[config.mk]
export PLATFORM = sky130hd
export DESIGN_NAME = lt24_sprite_compositor_flat
export DESIGN_NICKNAME = d
export VERILOG_FILES = /design/src/rtl/lt24_sprite_compositor_if.sv /design/src/rtl/lt24_sprite_compositor.sv /design/src/flat_wrapper.sv
export SDC_FILE = /design/constraint.sdc
export NUM_CORES = 1
export LEC_CHECK = 0
export CAP_MARGIN = 20
export CORE_UTILIZATION = 55
export CTS_BUF_LIST = sky130_fd_sc_hd__clkbuf_2
export DETAILED_ROUTE_END_ITERATION = 10
export PLACE_DENSITY_LB_ADDON = 0.3
export SYNTH_ARGS = -nofsm -noshare
export SYNTH_HDL_FRONTEND = slang
export SYNTH_SLANG_ARGS = --single-unit
[constraint.sdc]
create_clock -name i_clk -period 6.3 [get_ports i_clk]
set_clock_uncertainty 0.1 [all_clocks]
set_input_delay 1.26 -clock i_clk [delete_from_list [all_inputs] [get_ports i_clk]]
set_output_delay 1.26 -clock i_clk [all_outputs]
set_load 0.02 [all_outputs]
[src/rtl/lt24_sprite_compositor_if.sv]
// LT24 8080-style parallel bus bundle.
// The master drives the bus lines; the slave receives them.
interface lt24_sprite_compositor_if;
  logic [15:0] d;
  logic        wr_n;
  logic        rd_n;
  logic        cs_n;
  logic        rs;
  logic        reset_n;

  modport master (output d, wr_n, rd_n, cs_n, rs, reset_n);
  modport slave  (input  d, wr_n, rd_n, cs_n, rs, reset_n);
endinterface

[src/rtl/lt24_sprite_compositor.sv]
// LT24 frame streamer: CPU pass-through, or full frames of a tiled background
// overlaid with colour-keyed, priority-ordered sprites.
module lt24_sprite_compositor #(
  parameter int unsigned SCR_W       = 240,
  parameter int unsigned SCR_H       = 320,
  parameter int unsigned TILE_W_LOG2 = 6,
  parameter int unsigned TILE_H_LOG2 = 6,
  parameter int unsigned SPR_LOG2    = 6,
  parameter int unsigned NUM_SPRITES = 4,
  parameter logic [15:0] KEY_COLOR   = 16'hF81F
) (
  input  logic                                i_clk,
  input  logic                                i_rst_n,
  input  logic                                i_buffer_en,
  lt24_sprite_compositor_if.slave             i_bus,
  lt24_sprite_compositor_if.master            o_lcd,
  input  logic                                i_spr_wr,
  input  logic [2:0]                          i_spr_sel,
  input  logic [10:0]                         i_spr_x,
  input  logic [10:0]                         i_spr_y,
  input  logic                                i_spr_vis,
  output logic [TILE_W_LOG2+TILE_H_LOG2-1:0]  o_bg_addr,
  input  logic [15:0]                         i_bg_rdata,
  output logic [3+2*SPR_LOG2-1:0]             o_spr_addr,
  input  logic [15:0]                         i_spr_rdata,
  output logic                                o_frame_done,
  output logic [15:0]                         o_frame_cnt
);

  localparam int unsigned BgW  = TILE_W_LOG2 + TILE_H_LOG2;
  localparam int unsigned SprW = 3 + 2 * SPR_LOG2;

  localparam logic [1:0] StIdle  = 2'd0;
  localparam logic [1:0] StSetup = 2'd1;
  localparam logic [1:0] StPixel = 2'd2;

  localparam logic [10:0] XLast = 11'(SCR_W - 1);
  localparam logic [10:0] YLast = 11'(SCR_H - 1);
  localparam logic [15:0] WLast = 16'(SCR_W - 1);
  localparam logic [15:0] HLast = 16'(SCR_H - 1);

  logic [1:0]      r_state;
  logic            r_ph;
  logic [3:0]      r_idx;
  logic [10:0]     r_x;
  logic [10:0]     r_y;
  logic [15:0]     r_lcd_d;
  logic            r_lcd_wr_n;
  logic            r_lcd_rd_n;
  logic            r_lcd_cs_n;
  logic            r_lcd_rs;
  logic            r_frame_done;
  logic [15:0]     r_frame_cnt;
  logic [BgW-1:0]  r_bg_addr;
  logic [SprW-1:0] r_spr_addr;
  logic            r_hit;

  logic [10:0] r_stg_x   [NUM_SPRITES];
  logic [10:0] r_stg_y   [NUM_SPRITES];
  logic        r_stg_vis [NUM_SPRITES];
  logic [10:0] r_act_x   [NUM_SPRITES];
  logic [10:0] r_act_y   [NUM_SPRITES];
  logic        r_act_vis [NUM_SPRITES];

  logic [7:0]          w_setup_byte;
  logic                w_setup_rs;
  logic [10:0]         w_fx;
  logic [10:0]         w_fy;
  logic [11:0]         w_dx   [NUM_SPRITES];
  logic [11:0]         w_dy   [NUM_SPRITES];
  logic                w_hits [NUM_SPRITES];
  logic                w_hit;
  logic [2:0]          w_win;
  logic [SPR_LOG2-1:0] w_wdx;
  logic [SPR_LOG2-1:0] w_wdy;
  logic [15:0]         w_pix;
  logic                w_last;
  logic                w_start;

  assign o_lcd.d       = r_lcd_d;
  assign o_lcd.wr_n    = r_lcd_wr_n;
  assign o_lcd.rd_n    = r_lcd_rd_n;
  assign o_lcd.cs_n    = r_lcd_cs_n;
  assign o_lcd.rs      = r_lcd_rs;
  assign o_lcd.reset_n = i_bus.reset_n;
  assign o_bg_addr     = r_bg_addr;
  assign o_spr_addr    = r_spr_addr;
  assign o_frame_done  = r_frame_done;
  assign o_frame_cnt   = r_frame_cnt;

  always_comb begin
    w_setup_byte = 8'h00;
    w_setup_rs   = 1'b1;
    case (r_idx)
      4'd0:  begin w_setup_byte = 8'h2A; w_setup_rs = 1'b0; end
      4'd3:  w_setup_byte = WLast[15:8];
      4'd4:  w_setup_byte = WLast[7:0];
      4'd5:  begin w_setup_byte = 8'h2B; w_setup_rs = 1'b0; end
      4'd8:  w_setup_byte = HLast[15:8];
      4'd9:  w_setup_byte = HLast[7:0];
      4'd10: begin w_setup_byte = 8'h2C; w_setup_rs = 1'b0; end
      default: ;
    endcase
  end

  // Fetch cursor: the pixel whose memory reads are issued on this write's S edge.
  always_comb begin
    w_fx = 11'd0;
    w_fy = 11'd0;
    if (r_state == StPixel) begin
      if (r_x == XLast) begin
        w_fy = (r_y == YLast) ? 11'd0 : r_y + 11'd1;
      end else begin
        w_fx = r_x + 11'd1;
        w_fy = r_y;
      end
    end
  end

  // Unsigned 12-bit difference; the hit test rejects wrapped (negative) results.
  always_comb begin
    for (int i = 0; i < int'(NUM_SPRITES); i++) begin
      w_dx[i]   = {1'b0, w_fx} - {r_act_x[i][10], r_act_x[i]};
      w_dy[i]   = {1'b0, w_fy} - {r_act_y[i][10], r_act_y[i]};
      w_hits[i] = r_act_vis[i] && (w_dx[i][11:SPR_LOG2] == '0)
                               && (w_dy[i][11:SPR_LOG2] == '0);
    end
  end

  always_comb begin
    w_hit = 1'b0;
    w_win = 3'd0;
    w_wdx = '0;
    w_wdy = '0;
    for (int i = int'(NUM_SPRITES) - 1; i >= 0; i--) begin
      if (w_hits[i]) begin
        w_hit = 1'b1;
        w_win = 3'(i);
        w_wdx = w_dx[i][SPR_LOG2-1:0];
        w_wdy = w_dy[i][SPR_LOG2-1:0];
      end
    end
  end

  assign w_pix   = (r_hit && (i_spr_rdata != KEY_COLOR)) ? i_spr_rdata : i_bg_rdata;
  assign w_last  = (r_x == XLast) && (r_y == YLast);
  assign w_start = i_buffer_en && ((r_state == StIdle) ||
                                   ((r_state == StPixel) && r_ph && w_last));

  always_ff @(posedge i_clk) begin
    if (!i_rst_n) begin
      r_state      <= StIdle;
      r_ph         <= 1'b0;
      r_idx        <= 4'd0;
      r_x          <= 11'd0;
      r_y          <= 11'd0;
      r_lcd_d      <= 16'h0000;
      r_lcd_wr_n   <= 1'b1;
      r_lcd_rd_n   <= 1'b1;
      r_lcd_cs_n   <= 1'b1;
      r_lcd_rs     <= 1'b1;
      r_frame_done <= 1'b0;
      r_frame_cnt  <= 16'h0000;
      r_bg_addr    <= '0;
      r_spr_addr   <= '0;
      r_hit        <= 1'b0;
      for (int i = 0; i < int'(NUM_SPRITES); i++) begin
        r_stg_x[i]   <= 11'd0;
        r_stg_y[i]   <= 11'd0;
        r_stg_vis[i] <= 1'b0;
        r_act_x[i]   <= 11'd0;
        r_act_y[i]   <= 11'd0;
        r_act_vis[i] <= 1'b0;
      end
    end else begin
      r_frame_done <= 1'b0;
      for (int i = 0; i < int'(NUM_SPRITES); i++) begin
        if (i_spr_wr && (i_spr_sel == 3'(i))) begin
          r_stg_x[i]   <= i_spr_x;
          r_stg_y[i]   <= i_spr_y;
          r_stg_vis[i] <= i_spr_vis;
        end
      end

      if (r_state == StIdle) begin
        r_lcd_d    <= i_bus.d;
        r_lcd_wr_n <= i_bus.wr_n;
        r_lcd_rd_n <= i_bus.rd_n;
        r_lcd_cs_n <= i_bus.cs_n;
        r_lcd_rs   <= i_bus.rs;
      end else if (!r_ph) begin
        if (!i_buffer_en) begin
          r_state <= StIdle;
        end else begin
          r_ph       <= 1'b1;
          r_lcd_cs_n <= 1'b0;
          r_lcd_wr_n <= 1'b0;
          r_lcd_rd_n <= 1'b1;
          r_bg_addr  <= {w_fy[TILE_H_LOG2-1:0], w_fx[TILE_W_LOG2-1:0]};
          r_spr_addr <= {w_win, w_wdy, w_wdx};
          r_hit      <= w_hit;
          if (r_state == StSetup) begin
            r_lcd_d  <= {8'h00, w_setup_byte};
            r_lcd_rs <= w_setup_rs;
          end else begin
            r_lcd_d  <= w_pix;
            r_lcd_rs <= 1'b1;
          end
        end
      end else begin
        r_ph       <= 1'b0;
        r_lcd_wr_n <= 1'b1;
        r_lcd_cs_n <= 1'b1;
        if (r_state == StSetup) begin
          r_idx <= r_idx + 4'd1;
          if (!i_buffer_en) begin
            r_state <= StIdle;
          end else if (r_idx == 4'd10) begin
            r_state <= StPixel;
          end
        end else if (w_last) begin
          r_frame_done <= 1'b1;
          r_frame_cnt  <= r_frame_cnt + 16'd1;
          r_state      <= StIdle;
        end else begin
          if (r_x == XLast) begin
            r_x <= 11'd0;
            r_y <= r_y + 11'd1;
          end else begin
            r_x <= r_x + 11'd1;
          end
          if (!i_buffer_en) begin
            r_state <= StIdle;
          end
        end
      end

      // Staging is latched only here, so a frame never sees a half-updated set.
      if (w_start) begin
        r_state <= StSetup;
        r_ph    <= 1'b0;
        r_idx   <= 4'd0;
        r_x     <= 11'd0;
        r_y     <= 11'd0;
        for (int i = 0; i < int'(NUM_SPRITES); i++) begin
          r_act_x[i]   <= r_stg_x[i];
          r_act_y[i]   <= r_stg_y[i];
          r_act_vis[i] <= r_stg_vis[i];
        end
      end
    end
  end

endmodule

[src/flat_wrapper.sv]
// flat-port wrapper written by rule: the top's interface ports become plain ports
module lt24_sprite_compositor_flat 
#(
  parameter int unsigned SCR_W       = 240,
  parameter int unsigned SCR_H       = 320,
  parameter int unsigned TILE_W_LOG2 = 6,
  parameter int unsigned TILE_H_LOG2 = 6,
  parameter int unsigned SPR_LOG2    = 6,
  parameter int unsigned NUM_SPRITES = 4,
  parameter logic [15:0] KEY_COLOR   = 16'hF81F
)
  (i_clk, i_rst_n, i_buffer_en, i_spr_wr, i_spr_sel, i_spr_x, i_spr_y, i_spr_vis, o_bg_addr, i_bg_rdata, o_spr_addr, i_spr_rdata, o_frame_done, o_frame_cnt, i_bus_d, i_bus_wr_n, i_bus_rd_n, i_bus_cs_n, i_bus_rs, i_bus_reset_n, o_lcd_d, o_lcd_wr_n, o_lcd_rd_n, o_lcd_cs_n, o_lcd_rs, o_lcd_reset_n);
  lt24_sprite_compositor_if i_bus_i ();
  lt24_sprite_compositor_if o_lcd_i ();
  input  logic i_clk;
  input  logic i_rst_n;
  input  logic i_buffer_en;
  input  logic i_spr_wr;
  input  logic [2:0] i_spr_sel;
  input  logic [10:0] i_spr_x;
  input  logic [10:0] i_spr_y;
  input  logic i_spr_vis;
  output logic [TILE_W_LOG2+TILE_H_LOG2-1:0] o_bg_addr;
  input  logic [15:0] i_bg_rdata;
  output logic [3+2*SPR_LOG2-1:0] o_spr_addr;
  input  logic [15:0] i_spr_rdata;
  output logic o_frame_done;
  output logic [15:0] o_frame_cnt;
  input wire logic [$bits(i_bus_i.d)-1:0] i_bus_d;
  input wire logic [$bits(i_bus_i.wr_n)-1:0] i_bus_wr_n;
  input wire logic [$bits(i_bus_i.rd_n)-1:0] i_bus_rd_n;
  input wire logic [$bits(i_bus_i.cs_n)-1:0] i_bus_cs_n;
  input wire logic [$bits(i_bus_i.rs)-1:0] i_bus_rs;
  input wire logic [$bits(i_bus_i.reset_n)-1:0] i_bus_reset_n;
  output wire logic [$bits(o_lcd_i.d)-1:0] o_lcd_d;
  output wire logic [$bits(o_lcd_i.wr_n)-1:0] o_lcd_wr_n;
  output wire logic [$bits(o_lcd_i.rd_n)-1:0] o_lcd_rd_n;
  output wire logic [$bits(o_lcd_i.cs_n)-1:0] o_lcd_cs_n;
  output wire logic [$bits(o_lcd_i.rs)-1:0] o_lcd_rs;
  output wire logic [$bits(o_lcd_i.reset_n)-1:0] o_lcd_reset_n;
  assign i_bus_i.d = i_bus_d;
  assign i_bus_i.wr_n = i_bus_wr_n;
  assign i_bus_i.rd_n = i_bus_rd_n;
  assign i_bus_i.cs_n = i_bus_cs_n;
  assign i_bus_i.rs = i_bus_rs;
  assign i_bus_i.reset_n = i_bus_reset_n;
  assign o_lcd_d = o_lcd_i.d;
  assign o_lcd_wr_n = o_lcd_i.wr_n;
  assign o_lcd_rd_n = o_lcd_i.rd_n;
  assign o_lcd_cs_n = o_lcd_i.cs_n;
  assign o_lcd_rs = o_lcd_i.rs;
  assign o_lcd_reset_n = o_lcd_i.reset_n;
  lt24_sprite_compositor #(.SCR_W(SCR_W), .SCR_H(SCR_H), .TILE_W_LOG2(TILE_W_LOG2), .TILE_H_LOG2(TILE_H_LOG2), .SPR_LOG2(SPR_LOG2), .NUM_SPRITES(NUM_SPRITES), .KEY_COLOR(KEY_COLOR)) u_core (.i_clk(i_clk), .i_rst_n(i_rst_n), .i_buffer_en(i_buffer_en), .i_bus(i_bus_i), .o_lcd(o_lcd_i), .i_spr_wr(i_spr_wr), .i_spr_sel(i_spr_sel), .i_spr_x(i_spr_x), .i_spr_y(i_spr_y), .i_spr_vis(i_spr_vis), .o_bg_addr(o_bg_addr), .i_bg_rdata(i_bg_rdata), .o_spr_addr(o_spr_addr), .i_spr_rdata(i_spr_rdata), .o_frame_done(o_frame_done), .o_frame_cnt(o_frame_cnt));
endmodule
Word level (Yosys, flattened, before mapping)

Memory sizes are Yosys's and may differ from the RTL's.
Index checks and enable logic that the tools add are counted.

Output and inout port bits: 65
ROM bits: 0
Word-level logic and storage cells: 212
Bits in writable memories: 184
Memories kept: 6
Flip-flop bits (word level): 94
Latch bits: 0

Magnitude comparators: 0
$mul: 0
Reductions and logical operators: 42
Divide/modulo/power cells: 0
Bitwise logic cells: 29
Multiplexer cells: 90
Shifts and indexed selects: 0
Eq/ne operators: 17
Add/subtract/negate cells: 12

Memories:

| memory           | words | width | read ports | clocked after Yosys merged registers in | wr ports | line                         | text |
|---|---|---|---|---|---|---|---|
| u_core.r_act_x   | 4     | 11    | 4          | 0                                       | 4        | lt24_sprite_compositor.sv:61 | `logic [10:0] r_act_x [NUM_SPRITES];` |
| u_core.r_act_y   | 4     | 11    | 4          | 0                                       | 4        | lt24_sprite_compositor.sv:62 | `logic [10:0] r_act_y [NUM_SPRITES];` |
| u_core.r_stg_x   | 4     | 11    | 4          | 0                                       | 4        | lt24_sprite_compositor.sv:58 | `logic [10:0] r_stg_x [NUM_SPRITES];` |
| u_core.r_stg_y   | 4     | 11    | 4          | 0                                       | 4        | lt24_sprite_compositor.sv:59 | `logic [10:0] r_stg_y [NUM_SPRITES];` |
| u_core.r_act_vis | 4     | 1     | 4          | 0                                       | 4        | lt24_sprite_compositor.sv:63 | `logic r_act_vis [NUM_SPRITES];` |
| u_core.r_stg_vis | 4     | 1     | 4          | 0                                       | 4        | lt24_sprite_compositor.sv:60 | `logic r_stg_vis [NUM_SPRITES];` |

Operator list:

| operator                                                               | count |
|---|---|
| 11-bit two-way mux                                                     | 21 |
| 11-bit by 12-bit subtractor with 12-bit output                         | 8 |
| 16-bit two-way mux                                                     | 5 |
| 6-bit logical NOT                                                      | 8 |
| 6-bit two-way mux                                                      | 8 |
| 8-bit one-hot mux with 6 select lines                                  | 1 |
| 1-bit two-way mux                                                      | 45 |
| 1-bit OR                                                               | 24 |
| 11-bit by 1-bit adder with 11-bit output, second input constant        | 2 |
| 2-bit two-way mux                                                      | 10 |
| 1-bit logical AND                                                      | 17 |
| 16-bit by 1-bit adder with 16-bit output, second input constant        | 1 |
| 16-bit inequality test, second input constant                          | 1 |
| 4-bit equality test, second input constant                             | 3 |
| 11-bit by 8-bit equality test with 1-bit output, second input constant | 1 |
| 11-bit by 9-bit equality test with 1-bit output, second input constant | 1 |
| 4-bit by 3-bit equality test with 1-bit output, second input constant  | 2 |
| 4-bit AND reduction                                                    | 2 |
| 3-bit by 2-bit equality test with 1-bit output, second input constant  | 2 |
| 2-bit AND reduction                                                    | 3 |
| 3-bit AND reduction                                                    | 2 |
| 5-bit inequality test, second input constant                           | 1 |
| 1-bit inverter                                                         | 5 |
| 5-bit AND reduction                                                    | 1 |
| 16 further kinds                                                       | 16 |

Depth between registers and ports, before layout

Gate-level depths: netlist of run 1.

Depth after elaboration: 11
Gate-level depth with buffers: 22

Least setup slack after synthesis of run 1

Ideal clock, no wire load.

Kind: reg-to-reg
Start point: register u_core.r_y[0]
End point: memory u_core.r_act_vis[3] (enable)
Path slack: 1.375 ns
Stages on the path, launching flop included: 11
Arrival: 4.337 ns
Path buffers: 1
Period minus slack after synthesis: 4.925 ns
Setup time: 0.489 ns
Path through: dfxtp_1 > ha_1 > and3_1 > and3_1 > and2_1 > and2_1 > nand2_1 > nand2_1 > and3b_1 > nand2b_1 > clkbuf_1

RTL lines:

| what                     | line                          | text |
|---|---|---|
| start: declaration       | lt24_sprite_compositor.sv:46  | `logic [10:0] r_y;` |
| start signal: assignment | lt24_sprite_compositor.sv:228 | `r_y <= r_y + 11'd1;` |
| end: declaration         | lt24_sprite_compositor.sv:63  |  |

Worst setup path after layout of run 1

Start point: register u_core.r_x[0]
End point: register u_core.r_spr_addr[6] (netlist: u_core.o_spr_addr[6])

Elaborated cells between the ends (all ways): 34
Classes of those cells: 9 x add/sub; 1 x eq/ne; 8 x mux; 16 x reduce/logical

RTL lines:

| what                                                | line                          | text |
|---|---|---|
| start: declaration                                  | lt24_sprite_compositor.sv:45  | `logic [10:0] r_x;` |
| start signal: assignment                            | lt24_sprite_compositor.sv:230 | `r_x <= r_x + 11'd1;` |
| 11-bit by 8-bit equality test with 1-bit output (*) | lt24_sprite_compositor.sv:111 | `if (r_x == XLast) begin` |
| 11-bit two-way mux (*)                              | lt24_sprite_compositor.sv:111 |  |
| 11-bit two-way mux (*)                              | lt24_sprite_compositor.sv:110 | `if (r_state == StPixel) begin` |
| via u_core.w_fy[2]                                  | lt24_sprite_compositor.sv:68  | `logic [10:0] w_fy;` |
| 11-bit by 12-bit subtractor with 12-bit output      | lt24_sprite_compositor.sv:124 | `w_dy[i] = {1'b0, w_fy} - {r_act_y[i][10], r_act_y[i]};` |
| 6-bit logical NOT                                   | lt24_sprite_compositor.sv:126 | `&& (w_dy[i][11:SPR_LOG2] == '0);` |
| 1-bit logical AND                                   | lt24_sprite_compositor.sv:126 |  |
| 6-bit two-way mux (3 in a row)                      | lt24_sprite_compositor.sv:136 | `if (w_hits[i]) begin` |
| 6-bit two-way mux (*)                               | lt24_sprite_compositor.sv:136 |  |
| end signal: assignment                              | lt24_sprite_compositor.sv:200 | `r_spr_addr <= {w_win, w_wdy, w_wdx};` |
| end: declaration                                    | lt24_sprite_compositor.sv:55  | `logic [SprW-1:0] r_spr_addr;` |

Mark *: on every way through the listed nets, which the timed path passes. The rest lies on a longest branch.
A chain may end at the register's enable or synchronous reset.

==> results of run 1 <==
==> worst min path at each step <==
stage | start | to | slack, ps | cells after the start
after global routing | u_core.o_bg_addr[3]$_SDFFE_PN0P_ | u_core.o_bg_addr[3]$_SDFFE_PN0P_ | 390 | 2
final | u_core.o_bg_addr[9]$_SDFFE_PN0P_ | u_core.o_bg_addr[9]$_SDFFE_PN0P_ | 360 | 2
after global placement | u_core.o_bg_addr[10]$_SDFFE_PN0P_ | u_core.o_bg_addr[10]$_SDFFE_PN0P_ | 340 | 2
after floorplan | u_core.r_x[1]$_SDFFE_PP0P_ | u_core.r_x[1]$_SDFFE_PP0P_ | 340 | 2
after CTS | u_core.o_bg_addr[9]$_SDFFE_PN0P_ | u_core.o_bg_addr[9]$_SDFFE_PN0P_ | 360 | 2
after detailed placement | u_core.o_bg_addr[9]$_SDFFE_PN0P_ | u_core.o_bg_addr[9]$_SDFFE_PN0P_ | 350 | 2
==> worst max-delay path, stage by stage (launching register included) <==
cell      delay (ps)
dfxtp_1          440
ha_1             250
nand3_1          130
nor2_1           160
and3_1           330
buf_4            280
nand2_1          120
nand2_1          230
nor2_1            90
buf_4            170
ha_1             340
a21o_1           220
a221oi_2         300
a21oi_1          130
or4_1            490
a222oi_1         420
nand4_2          160
nor4_4           620
buf_4            260
nand2_2           90
nor2_2           140
a221oi_1         110
o21a_1           110
==> area by class of cell <==
cell class	instances	area [sq um]	share of cell area, %
Multi-Input combinational cell	1212	8240	43.8
Antenna cell	3	7.51	0.0399
Timing Repair Buffer	168	1640	8.71
Clock buffer	107	536	2.85
Tap cell	384	480	2.55
Sequential cell	277	7330	39.0
Inverter	115	432	2.29
Clock inverter	23	146	0.778
==> layout by cell type, fill, tap and decap left out, drive strengths merged, types with 11 or more instances in the layout <==
| master | instances |
|---|---|
| a211oi | 13 |
| a21o | 20 |
| a21oi | 88 |
| a22oi | 14 |
| and2 | 101 |
| and3 | 103 |
| buf | 25 |
| clkbuf | 107 |
| clkdlybuf4s50 | 143 |
| clkinv | 18 |
| dfxtp | 99 |
| edfxtp | 178 |
| ha | 98 |
| inv | 118 |
| mux2 | 15 |
| mux2i | 13 |
| nand2 | 106 |
| nand2b | 27 |
| nand3 | 36 |
| nand4 | 11 |
| nor2 | 148 |
| nor2b | 26 |
| nor3 | 30 |
| o211ai | 15 |
| o21a | 27 |
| o21ai | 82 |
| or3 | 14 |
| xnor2 | 33 |
| xor2 | 41 |
==> per-layer routing <==
metal  vias to the layer above  global-route usage [%]  share of wire (%)
met5                         -                       0                  0
met3                        74                    5.10                6.7
li1                       6441                       -                  -
met4                         0                    10.1                2.4
met2                       543                    46.3                 46
met1                      6490                    41.4                 45
==> state kept, by name, summed over array words and instances, names as in the netlist <==
register and cells:
u_core.o_bg_addr 12, u_core.o_frame_cnt 16, u_core.o_frame_done 1, u_core.o_lcd.cs_n 1, u_core.o_lcd.d 16, u_core.o_lcd.rd_n 1, u_core.o_lcd.rs 1, u_core.o_lcd.wr_n 1
u_core.o_spr_addr 14, u_core.r_act_vis 4, u_core.r_act_x 44, u_core.r_act_y 44, u_core.r_hit 1, u_core.r_idx 4, u_core.r_ph 1, u_core.r_state 2
u_core.r_stg_vis 4, u_core.r_stg_x 44, u_core.r_stg_y 44, u_core.r_x 11, u_core.r_y 11
==> where the power goes <==
| part | internal [W] | switching, W |
|---|---|---|
| Clock | 0.000507 | 0.000765 |
| Sequential | 0.00203 | 0.0000416 |
| Combinational | 0.000237 | 0.000330 |
==> kinds of logic after synthesis <==
kind of cell / synth area share (%)
AO/OA/AOI/OAI: 15.1
AND/OR/NAND/NOR: 20.8
XOR/XNOR: 3.98
flip-flops: 45.0
other: 0.0230
adder cells (fa/ha/maj): 8.51
buffers and inverters: 4.79
multiplexers: 1.84
==> metrics by stage <==
stage	setup slack, ps	util [%]	instances	power (W)	area, sq um
6_report	480	65.0	2289	0.00391	18800
3_3_place_gp	740	62.6	2155	0.00266	18100
5_1_grt	74.9	65.0	2288	0.00409	18800
2_1_floorplan	1370	-	1678	0.00245	16300
4_1_cts	499	64.9	2285	0.00394	18800
3_5_place_dp	568	62.6	2155	0.00267	18100
==> tab_implementation.tex, run 1 <==
\begin{tabular}{lr}
\hline
Metric & Value \\
\hline
\multicolumn{2}{l}{\textbf{Clocking}} \\
\quad CTS tree & built \\
\quad Clock tree sinks & 277 \\
\quad Number of resized instances in the post-cts repair step & 0 \\
\quad TritonCTS Buffers & 70 \\
\quad Worst-skew pair later-pin latency & 890 ps \\
\quad Hold\_buf cts & 0 \\
\quad Post-CTS setup buffers & 0 \\
\quad Clk root buf & clkbuf\_2 \\
\quad Maximum level of the CTS H-tree & 3 \\
\quad Clock slew seen by the registers of the worst setup and hold paths & 100 ps \\
\quad Maximum clock path buffer count & 3 \\
\multicolumn{2}{l}{\textbf{Die}} \\
\quad \# IOs & 148 \\
\quad Core box area & 28900 sq um \\
\quad Die height & 174 microns \\
\quad Die ar. & 30300 sq um \\
\quad Starting utilization of the core area & 56.3\% \\
\quad \# rows & 62 \\
\quad Die outline width & 174 microns \\
\multicolumn{2}{l}{\textbf{Timing}} \\
\quad Setup violations, final & 0 \\
\quad Setup TNS & 0 ps \\
\quad Unrepaired setup endpoints after global routing & false \\
\quad Max-slew violation count & 0 \\
\quad FMAX & 172 MHz \\
\quad Slew margin rel. & 26.8\% \\
\quad Clock period minus worst slack & 5820 ps \\
\quad Final period utilization & 92.4\% \\
\quad Final Hold Vio Count & 0 \\
\quad Final-layout worst hold slack & 360 ps \\
\quad Worst Tran Pin Value & 1090 ps \\
\multicolumn{2}{l}{\textbf{Logic synthesis}} \\
\quad Async set-or-reset flop fraction in the synthesized netlist & 0\% \\
\quad Number of enable-type register cells in the synthesized netlist & 178 \\
\quad Most frequently used flop master after synthesis & edfxtp\_1 \\
\quad Cell area after synthesis & 16300 sq um \\
\quad Cell types with the largest area share after synthesis & edfxtp\_1 33\%, dfxtp\_1 12\%, ha\_1 7.5\% \\
\quad Top cell type by total area after synthesis & edfxtp\_1 \\
\quad Most repeated cell in the gate-level netlist after synthesis & edfxtp\_1 \\
\quad Top-area cell type share of the netlist area & 32.8\% \\
\quad Net count after synthesis & 1867 \\
\quad Distinct cell type count of the synthesized netlist & 90 \\
\quad Share of synthesized area occupied by flip-flops and latches & 45.0\% \\
\quad Avg Synthesized Cell Area & 9.70 sq um \\
\quad Warnings, synthesis & 0 \\
\quad Most numerous cell types in the synthesized netlist & 178 x edfxtp\_1, 146 x nor2\_1, 115 x inv\_1, 105 x nand2\_1, 103 x and3\_1 \\
\quad Syn Inst Count & 1678 \\
\quad Yosys reg bits & 277 \\
\multicolumn{2}{l}{\textbf{GRT}} \\
\quad Global-route wire length before repair & 69500 microns \\
\quad Total congestion overflow after global routing & 0 \\
\quad GRT Total Usage & 29.6\% \\
\quad Number of antenna violations at the first check in global routing & 1 \\
\quad Largest net degree at the start of global routing & 87 \\
\quad Via count of the first global-routing pass & 12700 \\
\multicolumn{2}{l}{\textbf{Worst setup path}} \\
\quad End of the worst register-to-register path & u\_core.o\_spr\_addr[6]\$\_SDFFE\_PN0P\_ \\
\quad Critical path capture point & u\_core.o\_spr\_addr[6]\$\_SDFFE\_PN0P\_ \\
\quad Data arrival time of the critical path & 6440 ps \\
\quad Type of the setup path with the least slack & reg -> reg \\
\quad Slack of the worst reg-to-reg path & 480 ps \\
\quad Maximum fanout encountered on the critical timing path & 18 \\
\quad Required time reported for the critical path endpoint & 6920 ps \\
\quad Category of the worst setup path capture point & flop \\
\quad Launching point of the worst reg2reg path & u\_core.r\_x[0]\$\_SDFFE\_PP0P\_ \\
\quad Startpoint class of the critical path & flop \\
\quad Worst reg2reg path depth & 22 \\
\quad Source of the critical timing path & u\_core.r\_x[0]\$\_SDFFE\_PP0P\_ \\
\multicolumn{2}{l}{\textbf{Route}} \\
\quad DRC marker count from the first detailed-route iteration & 1273 \\
\quad Final routed DRC violation total & 0 \\
\quad Routed wire per std cell & 19.7 microns \\
\quad Via Count & 13500 \\
\quad Length of the first detailed-routing pass in iterations & 7 \\
\quad Via count normalized by instance count & 5.92 \\
\quad Remaining number of nets flagged by the antenna check after routing & 0 \\
\quad Total wirelength of the detailed-routed design & 45000 microns \\
\multicolumn{2}{l}{\textbf{Cells and area}} \\
\quad Fraction of layout cells with a size suffix above 1 & 10.1\% \\
\quad Count of filler cells inserted in the layout & 2359 \\
\quad Net count reported at finish & 2033 \\
\quad Area added between synthesis and finish & 15.5\% \\
\multicolumn{2}{l}{\textbf{Place}} \\
\quad Number of I/O port buffers & 144 \\
\quad Routability-driven placement congestion ratio & 0.992 \\
\quad DPL Wire Length & 33300 microns \\
\multicolumn{2}{l}{\textbf{Power}} \\
\quad Worst VDD drop & 155 uV \\
\quad Ratio of total power to cell area & 208 nW/um\^{}2 \\
\quad P\_leak & 7.71 nW \\
\multicolumn{2}{l}{\textbf{Min path}} \\
\quad Hold/Removal Path Class & reg -> reg \\
\multicolumn{2}{l}{\textbf{Run}} \\
\quad Max capacitance violation total & 0 \\
\multicolumn{2}{l}{\textbf{Status}} \\
\quad Status & complete, no violations \\
\hline
\end{tabular}
Power figures use the tool's default switching activity.
==> run 2: changes to the inputs <==
Settings changed: PLACE_DENSITY set to 0.77, PLACE_DENSITY_LB_ADDON 0.3 to not set.
==> tab_implementation.tex, run 2 (synthesized netlist as in run 1, its figures left out) <==
\begin{tabular}{lr}
\hline
Metric & Value \\
\hline
\multicolumn{2}{l}{\textbf{Status}} \\
\quad Status & complete, no violations (unchanged) \\
\multicolumn{2}{l}{\textbf{GRT}} \\
\quad Total congestion overflow after global routing & 0 (unchanged) \\
\quad Largest net degree at the start of global routing & 93 (was 87) \\
\quad Via count of the first global-routing pass & 13000 (was 12700) \\
\quad Global-route wire length before repair & 67700 microns (was 69500 microns) \\
\quad GRT Total Usage & 28.4\% (was 29.6\%) \\
\quad Number of antenna violations at the first check in global routing & 1 (unchanged) \\
\multicolumn{2}{l}{\textbf{Cells and area}} \\
\quad Most used cells in the layout excluding fill and tap cells & 178 x edfxtp\_1, 143 x clkdlybuf4s50\_1, 142 x nor2\_1, 115 x inv\_1, 105 x nand2\_1 (was 178 x edfxtp\_1, 143 x clkdlybuf4s50\_1, 142 x nor2\_1, 115 x inv\_1, 107 x clkbuf\_2) \\
\quad Post-route cell area & 18800 sq um (unchanged) \\
\quad Most common cell after layout, fill and taps aside & edfxtp\_1 (unchanged) \\
\quad Net count reported at finish & 2033 (unchanged) \\
\quad Area added between synthesis and finish & 15.5\% (unchanged) \\
\quad Fraction of layout cells with a size suffix above 1 & 9.57\% (was 10.1\%) \\
\multicolumn{2}{l}{\textbf{Min path}} \\
\quad Hold/Removal Path Class & reg -> reg (unchanged) \\
\multicolumn{2}{l}{\textbf{Die}} \\
\quad Starting utilization of the core area & 56.3\% (unchanged) \\
\quad Core box area & 28900 sq um (unchanged) \\
\quad Die outline width & 174 microns (unchanged) \\
\quad \# IOs & 148 (unchanged) \\
\quad Die ar. & 30300 sq um (unchanged) \\
\quad Die height & 174 microns (unchanged) \\
\quad \# rows & 62 (unchanged) \\
\multicolumn{2}{l}{\textbf{Route}} \\
\quad Remaining number of nets flagged by the antenna check after routing & 0 (unchanged) \\
\quad Total wirelength of the detailed-routed design & 43000 microns (was 45000 microns) \\
\quad Final routed DRC violation total & 0 (unchanged) \\
\quad Via count normalized by instance count & 5.88 (was 5.92) \\
\quad Length of the first detailed-routing pass in iterations & 5 (was 7) \\
\quad Routed wire per std cell & 18.8 microns (was 19.7 microns) \\
\quad Via Count & 13400 (was 13500) \\
\quad DRC marker count from the first detailed-route iteration & 1428 (was 1273) \\
\multicolumn{2}{l}{\textbf{Clocking}} \\
\quad CTS tree & built (unchanged) \\
\quad Hold\_buf cts & 0 (unchanged) \\
\quad Maximum level of the CTS H-tree & 3 (unchanged) \\
\quad Number of resized instances in the post-cts repair step & 0 (unchanged) \\
\quad Post-CTS setup buffers & 0 (unchanged) \\
\quad Clock slew seen by the registers of the worst setup and hold paths & 110 ps (was 100 ps) \\
\quad Maximum clock path buffer count & 3 (unchanged) \\
\quad Worst-skew pair later-pin latency & 880 ps (was 890 ps) \\
\quad TritonCTS Buffers & 73 (was 70) \\
\quad Clock tree sinks & 277 (unchanged) \\
\quad Clk root buf & clkbuf\_2 (unchanged) \\
\multicolumn{2}{l}{\textbf{Timing}} \\
\quad Worst Tran Pin Value & 1060 ps (was 1090 ps) \\
\quad Final period utilization & 90.8\% (was 92.4\%) \\
\quad Setup violations, final & 0 (unchanged) \\
\quad Final-layout worst hold slack & 358 ps (was 360 ps) \\
\quad FMAX & 175 MHz (was 172 MHz) \\
\quad Clock period minus worst slack & 5720 ps (was 5820 ps) \\
\quad Setup TNS & 0 ps (unchanged) \\
\quad Slew margin rel. & 29.0\% (was 26.8\%) \\
\quad Least setup slack across all paths after layout & 580 ps (was 480 ps) \\
\quad Final Hold Vio Count & 0 (unchanged) \\
\quad Max-slew violation count & 0 (unchanged) \\
\quad Unrepaired setup endpoints after global routing & false (unchanged) \\
\multicolumn{2}{l}{\textbf{Worst setup path}} \\
\quad Maximum fanout encountered on the critical timing path & 11 (was 18) \\
\quad Category of the worst setup path capture point & flop (unchanged) \\
\quad Type of the setup path with the least slack & reg -> reg (unchanged) \\
\quad Required time reported for the critical path endpoint & 6930 ps (was 6920 ps) \\
\quad Data arrival time of the critical path & 6350 ps (was 6440 ps) \\
\quad Startpoint class of the critical path & flop (unchanged) \\
\multicolumn{2}{l}{\textbf{Power}} \\
\quad Total Power Consumption & 0.00394 W (was 0.00391 W) \\
\quad Ratio of total power to cell area & 209 nW/um\^{}2 (was 208 nW/um\^{}2) \\
\quad Worst VDD drop & 174 uV (was 155 uV) \\
\quad P\_leak & 7.69 nW (was 7.71 nW) \\
\multicolumn{2}{l}{\textbf{Place}} \\
\quad Routability-driven placement congestion ratio & 0.976 (was 0.992) \\
\quad DPL Wire Length & 31500 microns (was 33300 microns) \\
\quad Placed instance area & 18100 sq um (about the same) \\
\quad Number of I/O port buffers & 144 (unchanged) \\
\quad Setup WS pre-CTS & 650 ps (was 568 ps) \\
\multicolumn{2}{l}{\textbf{Run}} \\
\quad Max capacitance violation total & 0 (unchanged) \\
\hline
\end{tabular}
run 2: cell count changes in the layout (fill, tap and decap cells not counted):
cell / before / now
clkinv_4: 3 / 0
clkinv_1: 13 / 23
buf_4: 23 / 21
clkinv_2: 2 / 3
buf_8: 1 / 0
inv_6: 1 / 0
clkbuf_2: 107 / 100
inv_8: 1 / 0
o21ai_4: 0 / 1
inv_2: 1 / 2
bufinv_16: 1 / 3
o21ai_2: 3 / 2
diode_2: 3 / 2
run 2: layout make-up:
| type | instances | area [sq um] |
|---|---|---|
| Tap cell | 384 | 480 |
| Antenna cell | 2 | 5.00 |
| Sequential cell | 277 | 7330 |
| Clock inverter | 32 | 206 |
| Inverter | 115 | 432 |
| Fill cell | 2395 | 10100 |
| Clock buffer | 100 | 500 |
| Multi-Input combinational cell | 1212 | 8250 |
| Timing Repair Buffer | 165 | 1610 |
run 2: where the power goes:
group	switching (W)	internal [W]
Combinational	0.000323	0.000236
Clock	0.000756	0.000557
Sequential	0.0000379	0.00203
Total	0.00112	0.00282
run 2: metrics by stage:
step / cells / utilization [%]
after floorplan: 1678 / -
after global placement: 2153 / 62.5
after detailed placement: 2153 / 62.5
after CTS: 2285 / 65.0
after global routing: 2287 / 65.0
final: 2287 / 65.0
run 2: metal layers:
layer	global-route usage, %	wire (microns)
met1	37.3	18600
met4	11.3	1390
met2	46.8	20200
met3	4.57	2820
met5	0	0
run 2: critical path, stage by stage, from the launching register on:
cell	delay (ps)
dfxtp_1	430
ha_1	240
nand3_1	130
nor2_1	170
and3_1	430
and2_1	250
or3_1	280
ha_1	210
inv_1	60
fa_1	430
a21o_1	200
a221oi_2	320
a21oi_1	140
or4_1	500
a222oi_1	360
nand4_2	160
nor4_4	600
or3_1	360
a2bb2oi_1	180
nor2_1	50
run 2: worst paths after layout:
check | endpoint | slack (ps) | startpoint | cells after the start
max | u_core.o_spr_addr[13]$_SDFFE_PN0P_ | 580 | u_core.r_x[0]$_SDFFE_PP0P_ | 19
min | u_core.o_bg_addr[3]$_SDFFE_PN0P_ | 360 | u_core.o_bg_addr[3]$_SDFFE_PN0P_ | 2
max reg2reg | u_core.o_spr_addr[13]$_SDFFE_PN0P_ | 580 | u_core.r_x[0]$_SDFFE_PP0P_ | 19
min reg2reg | u_core.o_bg_addr[3]$_SDFFE_PN0P_ | 360 | u_core.o_bg_addr[3]$_SDFFE_PN0P_ | 2
